--- src/rtl/bcd_disp_pkg.sv ---
`default_nettype none
// ============================================================================
// Module      : bcd_disp_pkg
// Description : Shared types and seven-segment constants for the BCD scanner.
// Revision    : 1.0 - initial release
// ============================================================================
package bcd_disp_pkg;

   localparam int NUM_DIGITS = 3;

   typedef enum logic [1:0] {
      S_D0 = 2'd0,
      S_D1 = 2'd1,
      S_D2 = 2'd2
   } scan_state_e;

   // Segment order {g,f,e,d,c,b,a}, active-high
   localparam logic [6:0] SEG_0     = 7'h3F;
   localparam logic [6:0] SEG_1     = 7'h06;
   localparam logic [6:0] SEG_2     = 7'h5B;
   localparam logic [6:0] SEG_3     = 7'h4F;
   localparam logic [6:0] SEG_4     = 7'h66;
   localparam logic [6:0] SEG_5     = 7'h6D;
   localparam logic [6:0] SEG_6     = 7'h7D;
   localparam logic [6:0] SEG_7     = 7'h07;
   localparam logic [6:0] SEG_8     = 7'h7F;
   localparam logic [6:0] SEG_9     = 7'h6F;
   localparam logic [6:0] SEG_DASH  = 7'h40;
   localparam logic [6:0] SEG_BLANK = 7'h00;

   typedef struct packed {
      logic [11:0] bcd;
      logic        carry;
      logic        ovf;
   } disp_word_t;

endpackage
`default_nettype wire

--- src/rtl/bcd_to_seg7.sv ---
`default_nettype none
// ============================================================================
// Module      : bcd_to_seg7
// Description : Combinational BCD nibble to seven-segment decoder; A-F show a dash.
// Revision    : 1.0 - initial release
// ============================================================================
module bcd_to_seg7
   import bcd_disp_pkg::*;
(
   input  logic [3:0] digit_i,
   output logic [6:0] seg_o
);

   always_comb begin
      seg_o = SEG_DASH;
      case (digit_i)
         4'd0:    seg_o = SEG_0;
         4'd1:    seg_o = SEG_1;
         4'd2:    seg_o = SEG_2;
         4'd3:    seg_o = SEG_3;
         4'd4:    seg_o = SEG_4;
         4'd5:    seg_o = SEG_5;
         4'd6:    seg_o = SEG_6;
         4'd7:    seg_o = SEG_7;
         4'd8:    seg_o = SEG_8;
         4'd9:    seg_o = SEG_9;
         default: seg_o = SEG_DASH;
      endcase
   end

endmodule
`default_nettype wire

--- src/rtl/bcd_display_scanner.sv ---
`default_nettype none
// ============================================================================
// Module      : bcd_display_scanner
// Description : Three-digit multiplexed BCD display scanner with shadow-register
//               handshake, carry decimal point and overflow blink.
//               Optional macro LEADING_ZERO_BLANK_EN blanks leading zeros.
// Revision    : 1.0 - initial release
// ============================================================================
module bcd_display_scanner
   import bcd_disp_pkg::*;
#(
   parameter int CLK_DIV   = 1000,
   parameter int BLINK_DIV = 64
) (
   input  logic                  clk,
   input  logic                  rst_n,
   input  logic [11:0]           bcd_in,
   input  logic                  carry_in,
   input  logic                  ovf_in,
   input  logic                  in_valid,
   output logic                  in_ready,
   output logic [6:0]            seg,
   output logic                  dp,
   output logic [NUM_DIGITS-1:0] an
);

   localparam int PRESC_W = (CLK_DIV > 2) ? $clog2(CLK_DIV) : 1;
   localparam int BLINK_W = (BLINK_DIV > 2) ? $clog2(BLINK_DIV) : 1;
   localparam logic [PRESC_W-1:0] PRESC_LAST = PRESC_W'(CLK_DIV - 1);
   localparam logic [BLINK_W-1:0] BLINK_LAST = BLINK_W'(BLINK_DIV - 1);

   scan_state_e            state_q, state_d;
   logic [PRESC_W-1:0]     presc_q, presc_d;
   disp_word_t             shadow_q, shadow_d;
   disp_word_t             disp_q, disp_d;
   logic                   shadow_full_q, shadow_full_d;
   logic [BLINK_W-1:0]     blink_cnt_q, blink_cnt_d;
   logic                   blink_phase_q, blink_phase_d;
   logic [NUM_DIGITS-1:0]  an_q, an_d;
   logic [6:0]             seg_q, seg_d;
   logic                   dp_q, dp_d;

   logic                   presc_wrap;
   logic                   frame_end;
   logic                   accept;
   logic [3:0]             digit_mux;
   logic [6:0]             digit_seg;
   logic                   digit_blank;

   assign presc_wrap = (presc_q == PRESC_LAST);
   assign frame_end  = presc_wrap && (state_q == S_D2);
   assign in_ready   = !shadow_full_q;
   assign accept     = in_valid && !shadow_full_q;

   // ------------------------------------------------------------------ FSM
   always_ff @(posedge clk or negedge rst_n) begin
      if (!rst_n) begin
         state_q <= S_D0;
      end else begin
         state_q <= state_d;
      end
   end

   always_comb begin
      state_d = state_q;
      if (presc_wrap) begin
         case (state_q)
            S_D0:    state_d = S_D1;
            S_D1:    state_d = S_D2;
            default: state_d = S_D0;
         endcase
      end
   end

   // ------------------------------------------------------------- datapath
   always_comb begin
      presc_d       = presc_wrap ? '0 : presc_q + PRESC_W'(1);
      shadow_d      = shadow_q;
      shadow_full_d = shadow_full_q;
      disp_d        = disp_q;
      blink_cnt_d   = blink_cnt_q;
      blink_phase_d = blink_phase_q;

      // Accept is impossible while full, so the transfer and a new accept never collide
      if (frame_end && shadow_full_q) begin
         disp_d        = shadow_q;
         shadow_full_d = 1'b0;
      end
      if (accept) begin
         shadow_d.bcd   = bcd_in;
         shadow_d.carry = carry_in;
         shadow_d.ovf   = ovf_in;
         shadow_full_d  = 1'b1;
      end

      if (frame_end) begin
         if (blink_cnt_q == BLINK_LAST) begin
            blink_cnt_d   = '0;
            blink_phase_d = !blink_phase_q;
         end else begin
            blink_cnt_d = blink_cnt_q + BLINK_W'(1);
         end
      end
   end

   always_ff @(posedge clk or negedge rst_n) begin
      if (!rst_n) begin
         presc_q       <= '0;
         shadow_q      <= '0;
         shadow_full_q <= 1'b0;
         disp_q        <= '0;
         blink_cnt_q   <= '0;
         blink_phase_q <= 1'b0;
      end else begin
         presc_q       <= presc_d;
         shadow_q      <= shadow_d;
         shadow_full_q <= shadow_full_d;
         disp_q        <= disp_d;
         blink_cnt_q   <= blink_cnt_d;
         blink_phase_q <= blink_phase_d;
      end
   end

   // ----------------------------------------------------------- digit mux
   always_comb begin
      case (state_q)
         S_D0:    digit_mux = disp_q.bcd[3:0];
         S_D1:    digit_mux = disp_q.bcd[7:4];
         default: digit_mux = disp_q.bcd[11:8];
      endcase
   end

   bcd_to_seg7 u_seg7 (
      .digit_i (digit_mux),
      .seg_o   (digit_seg)
   );

`ifdef LEADING_ZERO_BLANK_EN
   always_comb begin
      digit_blank = ((state_q == S_D2) && (disp_q.bcd[11:8] == 4'd0)) ||
                    ((state_q == S_D1) && (disp_q.bcd[11:4] == 8'd0));
   end
`else
   assign digit_blank = 1'b0;
`endif

   // -------------------------------------------------------- output logic
   always_comb begin
      an_d  = 3'b111;
      seg_d = digit_seg;
      dp_d  = 1'b0;
      case (state_q)
         S_D0: begin
            an_d = 3'b110;
            dp_d = disp_q.carry;
         end
         S_D1:    an_d = 3'b101;
         S_D2:    an_d = 3'b011;
         default: an_d = 3'b111;
      endcase
      if (digit_blank || (disp_q.ovf && blink_phase_q)) begin
         an_d  = 3'b111;
         seg_d = SEG_BLANK;
         dp_d  = 1'b0;
      end
   end

   always_ff @(posedge clk or negedge rst_n) begin
      if (!rst_n) begin
         an_q  <= 3'b111;
         seg_q <= SEG_BLANK;
         dp_q  <= 1'b0;
      end else begin
         an_q  <= an_d;
         seg_q <= seg_d;
         dp_q  <= dp_d;
      end
   end

   assign an  = an_q;
   assign seg = seg_q;
   assign dp  = dp_q;

endmodule
`default_nettype wire
--- config.mk ---
export PLATFORM = sky130hd
export DESIGN_NAME = bcd_display_scanner
export DESIGN_NICKNAME = d
export VERILOG_FILES = /design/src/rtl/bcd_disp_pkg.sv /design/src/rtl/bcd_to_seg7.sv /design/src/rtl/bcd_display_scanner.sv
export SDC_FILE = /design/constraint.sdc
export NUM_CORES = 1
export LEC_CHECK = 0
export CAP_MARGIN = 0
export CORE_ASPECT_RATIO = 1.5
export CORE_UTILIZATION = 40
export CTS_BUF_LIST = sky130_fd_sc_hd__clkbuf_16
export DETAILED_ROUTE_END_ITERATION = 10
export SETUP_SLACK_MARGIN = 0.5
export SLEW_MARGIN = 20
export SYNTH_ARGS = -nofsm -noshare
export SYNTH_HDL_FRONTEND = slang
export SYNTH_HIERARCHICAL = 1
export SYNTH_SLANG_ARGS = --single-unit
--- constraint.sdc ---
create_clock -name clk -period 2.8 [get_ports clk]
set_input_delay 0.42 -clock clk [delete_from_list [all_inputs] [get_ports clk]]
set_output_delay 0.42 -clock clk [all_outputs]
set_load 0.05 [all_outputs]
== After elaboration in Yosys (flattened, before gate mapping) ==
Memory sizes are Yosys's and may differ from the RTL's.
Cells that the tools add are included.

* Bits in read-only memories: 112
* Memories kept: 1
* Input bits: 17
* Word-level logic and storage cells: 41
* Register bits: 59
* Output and inout bits: 12

* Reduce and logical (&&, ||, !) cells: 9
* Multiplexer cells: 11
* Add/subtract/negate cells: 2
* Eq/ne operators: 4

{| class="wikitable"
|+ Memories
! name !! depth !! width !! rd ports !! clocked after Yosys merged registers in !! write ports !! line !! RTL
|-
| (no name shown) || 16 || 7 || 1 || 0 || 0 || bcd_to_seg7.sv:16 || <nowiki>case (digit_i)</nowiki>
|}

{| class="wikitable"
|+ Operator list
! operator !! count
|-
| adder 10 x 1 -> 10 bit, second input constant || 1
|-
| equality test 10 bit, second input constant || 1
|-
| 2-to-1 mux 10 bit || 1
|-
| one-hot mux 3 bit (3 select lines) || 1
|-
| one-hot mux 4 bit (2 select lines) || 1
|-
| 2-to-1 mux 7 bit || 1
|-
| adder 6 x 1 -> 6 bit, second input constant || 1
|-
| equality test 6 bit, second input constant || 1
|-
| 2-to-1 mux 6 bit || 1
|-
| logical AND 1 bit || 4
|-
| 2-to-1 mux 1 bit || 4
|-
| one-hot mux 2 bit (2 select lines) || 1
|-
| 2-to-1 mux 3 bit || 1
|-
| equality test 2 x 1 -> 1 bit, second input constant || 1
|-
| equality test 2 bit, second input constant || 1
|-
| logical NOT 1 bit || 2
|-
| logical NOT 2 bit || 1
|-
| AND reduction 2 bit || 1
|-
| nonzero test 2 bit || 1
|}

== Logic depth before layout (Yosys ltp) ==
* Depth in word-level cells: 5
* Mapped depth: 8
* Mapped depth without buffers: 7

== Cells and area by module ==
The synthesis kept the hierarchy.

{| class="wikitable"
|+ By module, submodules not included
! module !! instances !! seq. area each (µm²) !! cells each !! area an instance (µm²)
|-
| bcd_display_scanner || 1 || 1480.2 || 178 || 2457.4
|-
| bcd_to_seg7 || 1 || 0.0 || 29 || 225.2
|}

== Worst setup path before layout ==
No wires, ideal clock.

* Kind: register to register
* Start: register state_q[0]
* End: register seg_q[5], in the netlist seg[5]
* Data required time: 2681 ps
* Arrival: 2045 ps
* Period minus slack after synthesis: 2164 ps
* Path buffers: 1
* Setup slack: 636 ps
* Library setup time: 119 ps
* Cell stages (with the launch flop): 9
* Path through: dfrtp_1 > clkbuf_1 > mux2i_1 > o21ai_0 > inv_1 > ha_1 > and2b_1 > o31a_1 > and2_1

* Longest elaborated chain between the ends: 4
* Elaborated cells on any way between the ends: 5
* Those cells by class: eq/ne (1); mux (2); reduce/logical (1); memory (1)

{| class="wikitable"
|+ Ends and longest elaborated chain
! element !! line !! RTL
|-
| start, declared || bcd_display_scanner.sv:32 || <nowiki>scan_state_e state_q, state_d;</nowiki>
|-
| start signal, assigned || bcd_display_scanner.sv:60 || <nowiki>state_q <= state_d;</nowiki>
|-
| equality test 2 x 1 -> 1 bit / logical NOT 2 bit (equally long branches) || bcd_display_scanner.sv:126 || <nowiki>case (state_q)</nowiki>
|-
| one-hot mux 4 bit (2 select lines) * || bcd_display_scanner.sv:126 ||
|-
| via digit_mux[1] || bcd_display_scanner.sv:46 || <nowiki>logic [3:0] digit_mux;</nowiki>
|-
| memory read (16 x 7 bit) * || -- ||
|-
| via digit_seg[5] || bcd_display_scanner.sv:47 || <nowiki>logic [6:0] digit_seg;</nowiki>
|-
| 2-to-1 mux 7 bit * || bcd_display_scanner.sv:161 || <nowiki>if (digit_blank || (disp_q.ovf && blink_phase_q)) begin</nowiki>
|-
| via seg_d[5] || bcd_display_scanner.sv:40 || <nowiki>logic [6:0] seg_q, seg_d;</nowiki>
|-
| end signal, assigned || bcd_display_scanner.sv:175 || <nowiki>seg_q <= seg_d;</nowiki>
|-
| end, declared || bcd_display_scanner.sv:40 ||
|}

The timed path passes the listed nets; every way through them passes the cells marked *.
A chain may end at the register's enable or synchronous reset.

== Final worst setup path ==
* Start: register presc_q[0]
* End: register disp_q[10] (netlist bit)

* Longest elaborated chain between the ends: 3

{| class="wikitable"
|+ Ends and longest elaborated chain
! element !! line !! RTL
|-
| start, declared || bcd_display_scanner.sv:33 || <nowiki>logic [PRESC_W-1:0] presc_q, presc_d;</nowiki>
|-
| start signal, assigned || bcd_display_scanner.sv:115 || <nowiki>presc_q <= presc_d;</nowiki>
|-
| equality test 10 bit || bcd_display_scanner.sv:50 || <nowiki>assign presc_wrap = (presc_q == PRESC_LAST);</nowiki>
|-
| logical AND 1 bit || bcd_display_scanner.sv:51 || <nowiki>assign frame_end = presc_wrap && (state_q == S_D2);</nowiki>
|-
| logical AND 1 bit || bcd_display_scanner.sv:85 || <nowiki>if (frame_end && shadow_full_q) begin</nowiki>
|-
| end signal, assigned || bcd_display_scanner.sv:118 || <nowiki>disp_q <= disp_d;</nowiki>
|-
| end, declared || bcd_display_scanner.sv:35 || <nowiki>disp_word_t disp_q, disp_d;</nowiki>
|}

Every way passes these cells.

==> out/qor.yml <==
status: "complete, no violations"
clock_skew_ns: 0.00641
ys_seq_area_share_pct: 55.2
firstDrtPassIters: 4
synthToLayoutAreaGrowth_pct: 24.8
cp_max_fo: 15
hp-class: "input port to async pin"
synth_ff_type: "dfrtp_1"
grt_remaining_overflow: 0
clk_pin_slew_ns: 0.05
cp_top_family: "simple AND/OR/NAND/NOR gates"
routedWlPerCell_microns: 12.4
row_count: 36
fin_ws_ns: 0.687
cp-end-kind: "flop"
multi_input_area_sq_mm: 0.00113
finalSetupViolations: 0
slowest_delay_ns: 0.44
synthAdderAreaFrac_pct: 3.73
cts.htree.levels: 3
tns_ns: 0
rsz0062_at_grt: "false"
antenna_found_initial: 0
fin_nets: 268
ys_ff_latch: 59
ctsHoldBuffers: 0
grt_pass1_wl_mm: 7.09
stdcell_count: 324
vias: 1576
regArea_sq_mm: 0.00148
routed_wl_mm: 4.03
final_antenna_net_count: 0
clockRootBuffer: "clkbuf_16"
syn_avg_cell_area_sq_um: 13.0
place_ws_ns: 0.660
start_util_pct: 41.4
worstSetupPathType: "flop to flop"
die_w_microns: 68.9
place_hpwl_mm: 2.89
path_cells: "ha_1 -> nand4bb_4 -> nor4b_4 -> nand2_2 -> mux2_1"
place_congestion: 0.766
yosysWarningCount: 6
drc: 0
holdWs_ns: 0.0845
ios: 29
synth_xor_xnor_area_share_pct: 3.26
cts-buffers-inserted: 9
port_buffers: 28
dieArea_sq_mm: 0.00704
core_sq_mm: 0.00649
synthesis.area_sq_mm: 0.00268
max_slew_margin_pct: 60.4
synth-simple-area-share_pct: 13.5
fmax_mhz: 473
post_cts_buffers: 0
fin_crit_sh_pct: 75.5
crit_slowest_cell: "nor4b_4"
synth_top_family_by_area: "multiplexers"
drv_cap: 0
syn_inst: 207
cts_tree: "yes"
critPathRequiredTime_ns: 3.00
drive_above_1_share_pct: 22.6
drt_iter0_drc: 41
irDropWorstVdd_v: 0.000487
grt_start_max_net_pins: 46
ys_types: 42
routed_via_density: 4.86
async_flop_share_pct: 100
crit_buf_inv: 0
start_kind: "flop"
syn-num-nets: 232
cts_resized: 0
slew_violations: 0
clock_latency_ns: 0.32
p_leak_nw: 1.52
die_h_microns: 102
n_fill_cell: 589
n_antenna_cell: 0
grt_pass1_vias: 1544
synth_edf_count: 0
synth_compound_area_share_pct: 4.76
ctsLongestPathBuffers: 2
finalCriticalPeriod_ns: 2.11
place_inst: 308
r2r_slack_ns: 0.69
synth_mux_area_share_pct: 16.7
hold_violations: 0
cts.sinks: 59
track_usage_pct: 14.1
cellPowerDensity_mw_per_mm2: 617
cp.arrival_ns: 2.31
tightestPinTransition_ns: 0.590
==> final cells by class <==
type,instances,share of cell area (%)
Inverter,6,0.673
Multi-Input combinational cell,134,33.7
Tap cell,76,2.84
Clock buffer,9,6.73
Timing Repair Buffer,33,9.42
Clock inverter,7,2.47
Sequential cell,59,44.2
==> worst reg2reg max path: cells and delay by family, from the launching register on <==
| kind | cells | cell delay (ns) |
|---|---|---|
| simple gates | 3 | 0.96 |
| mux | 1 | 0.42 |
| flops | 1 | 0.36 |
| fa+ha+maj | 1 | 0.25 |
==> sequential cells by signal (all words and copies together) (netlist names) <==
name           flops
an                 3
blink_cnt_q        6
blink_phase_q      1
disp_q            14
dp                 1
presc_q           10
seg                7
shadow_full_q      1
shadow_q          14
state_q            2
==> kinds of logic after synthesis <==
logic type      Yosys count
simple gates             59
mux                      37
buf+inv                  14
compound gates           20
fa+ha+maj                 8
xor+xnor                 10
flops                    59
==> stage by stage <==
step	util, %	total power, mW	instance area, sq um
floorplan	-	0.927	2680
global placement	46.8	0.972	3040
detailed placement	46.8	0.973	3040
CTS	51.6	2.10	3350
global route	51.6	2.14	3350
finish	51.6	2.07	3350
==> synthesized netlist by cell type (all sizes together) (2+ instances only) <==
cell	count	area, sq um
dfrtp	56	1400
mux2	33	409
nand2	16	62.6
and2	9	56.3
ha	8	100
nor2	8	30.0
o21ai	7	35.0
xor2	7	61.3
inv	6	22.5
and3	4	25.0
buf	4	37.5
clkbuf	4	15.0
mux2i	4	40.0
nand3	4	20.0
nor2b	4	25.0
dfstp	3	78.8
nand4	3	18.8
o22ai	3	18.8
or3	3	23.8
xnor2	3	26.3
a21o	2	15.0
a21oi	2	13.8
==> power breakdown <==
part           switching [mW]  leakage [nW]  internal [mW]
Combinational          0.0231         0.643         0.0392
Clock                   0.346         0.146          0.764
Sequential             0.0134         0.736          0.881
==> path summary, 6_finish.rpt <==
kind	from	end	depth (start not counted)
setup / recovery	presc_q[0]$_DFF_PN0_	disp_q[10]$_DFFE_PN0P_	5
min in group clk	presc_q[0]$_DFF_PN0_	presc_q[0]$_DFF_PN0_	1
hold / removal	rst_n	presc_q[6]$_DFF_PN0_	1
hold reg to reg	presc_q[0]$_DFF_PN0_	presc_q[0]$_DFF_PN0_	1
max in group asynchronous	rst_n	disp_q[13]$_DFFE_PN0P_	2
setup reg to reg	presc_q[0]$_DFF_PN0_	disp_q[10]$_DFFE_PN0P_	5
==> cell usage in the layout, fill, tap and decap left out, types with 2 or more instances in the layout <==
cell / netlist / layout
a21o_1: 2 / 2
and2_1: 9 / 9
and3_1: 4 / 4
buf_4: 0 / 6
bufinv_16: 0 / 2
clkbuf_16: 0 / 9
clkdlybuf4s50_1: 0 / 27
clkinv_1: 0 / 4
dfrtp_1: 56 / 56
dfstp_2: 3 / 3
ha_1: 8 / 8
inv_1: 6 / 6
mux2_1: 5 / 5
mux2_2: 18 / 18
mux2_4: 10 / 10
mux2i_1: 4 / 4
nand2_1: 15 / 15
nand3_1: 4 / 4
nand4_1: 3 / 3
nor2_1: 8 / 8
nor2b_1: 4 / 4
o21ai_0: 7 / 7
o22ai_1: 3 / 3
or3_1: 2 / 2
xnor2_1: 3 / 3
xor2_1: 7 / 7
==> per-layer routing <==
| layer | vias to the layer above | wire (microns) | track usage [%] |
|---|---|---|---|
| li1 | 790 | - | - |
| met1 | 752 | 1810 | 16.6 |
| met2 | 27 | 1960 | 22.0 |
| met3 | 7 | 171 | 5.69 |
| met4 | 0 | 93 | 6.59 |
| met5 | - | 0 | 0 |
(Power assumes the default switching activity.)
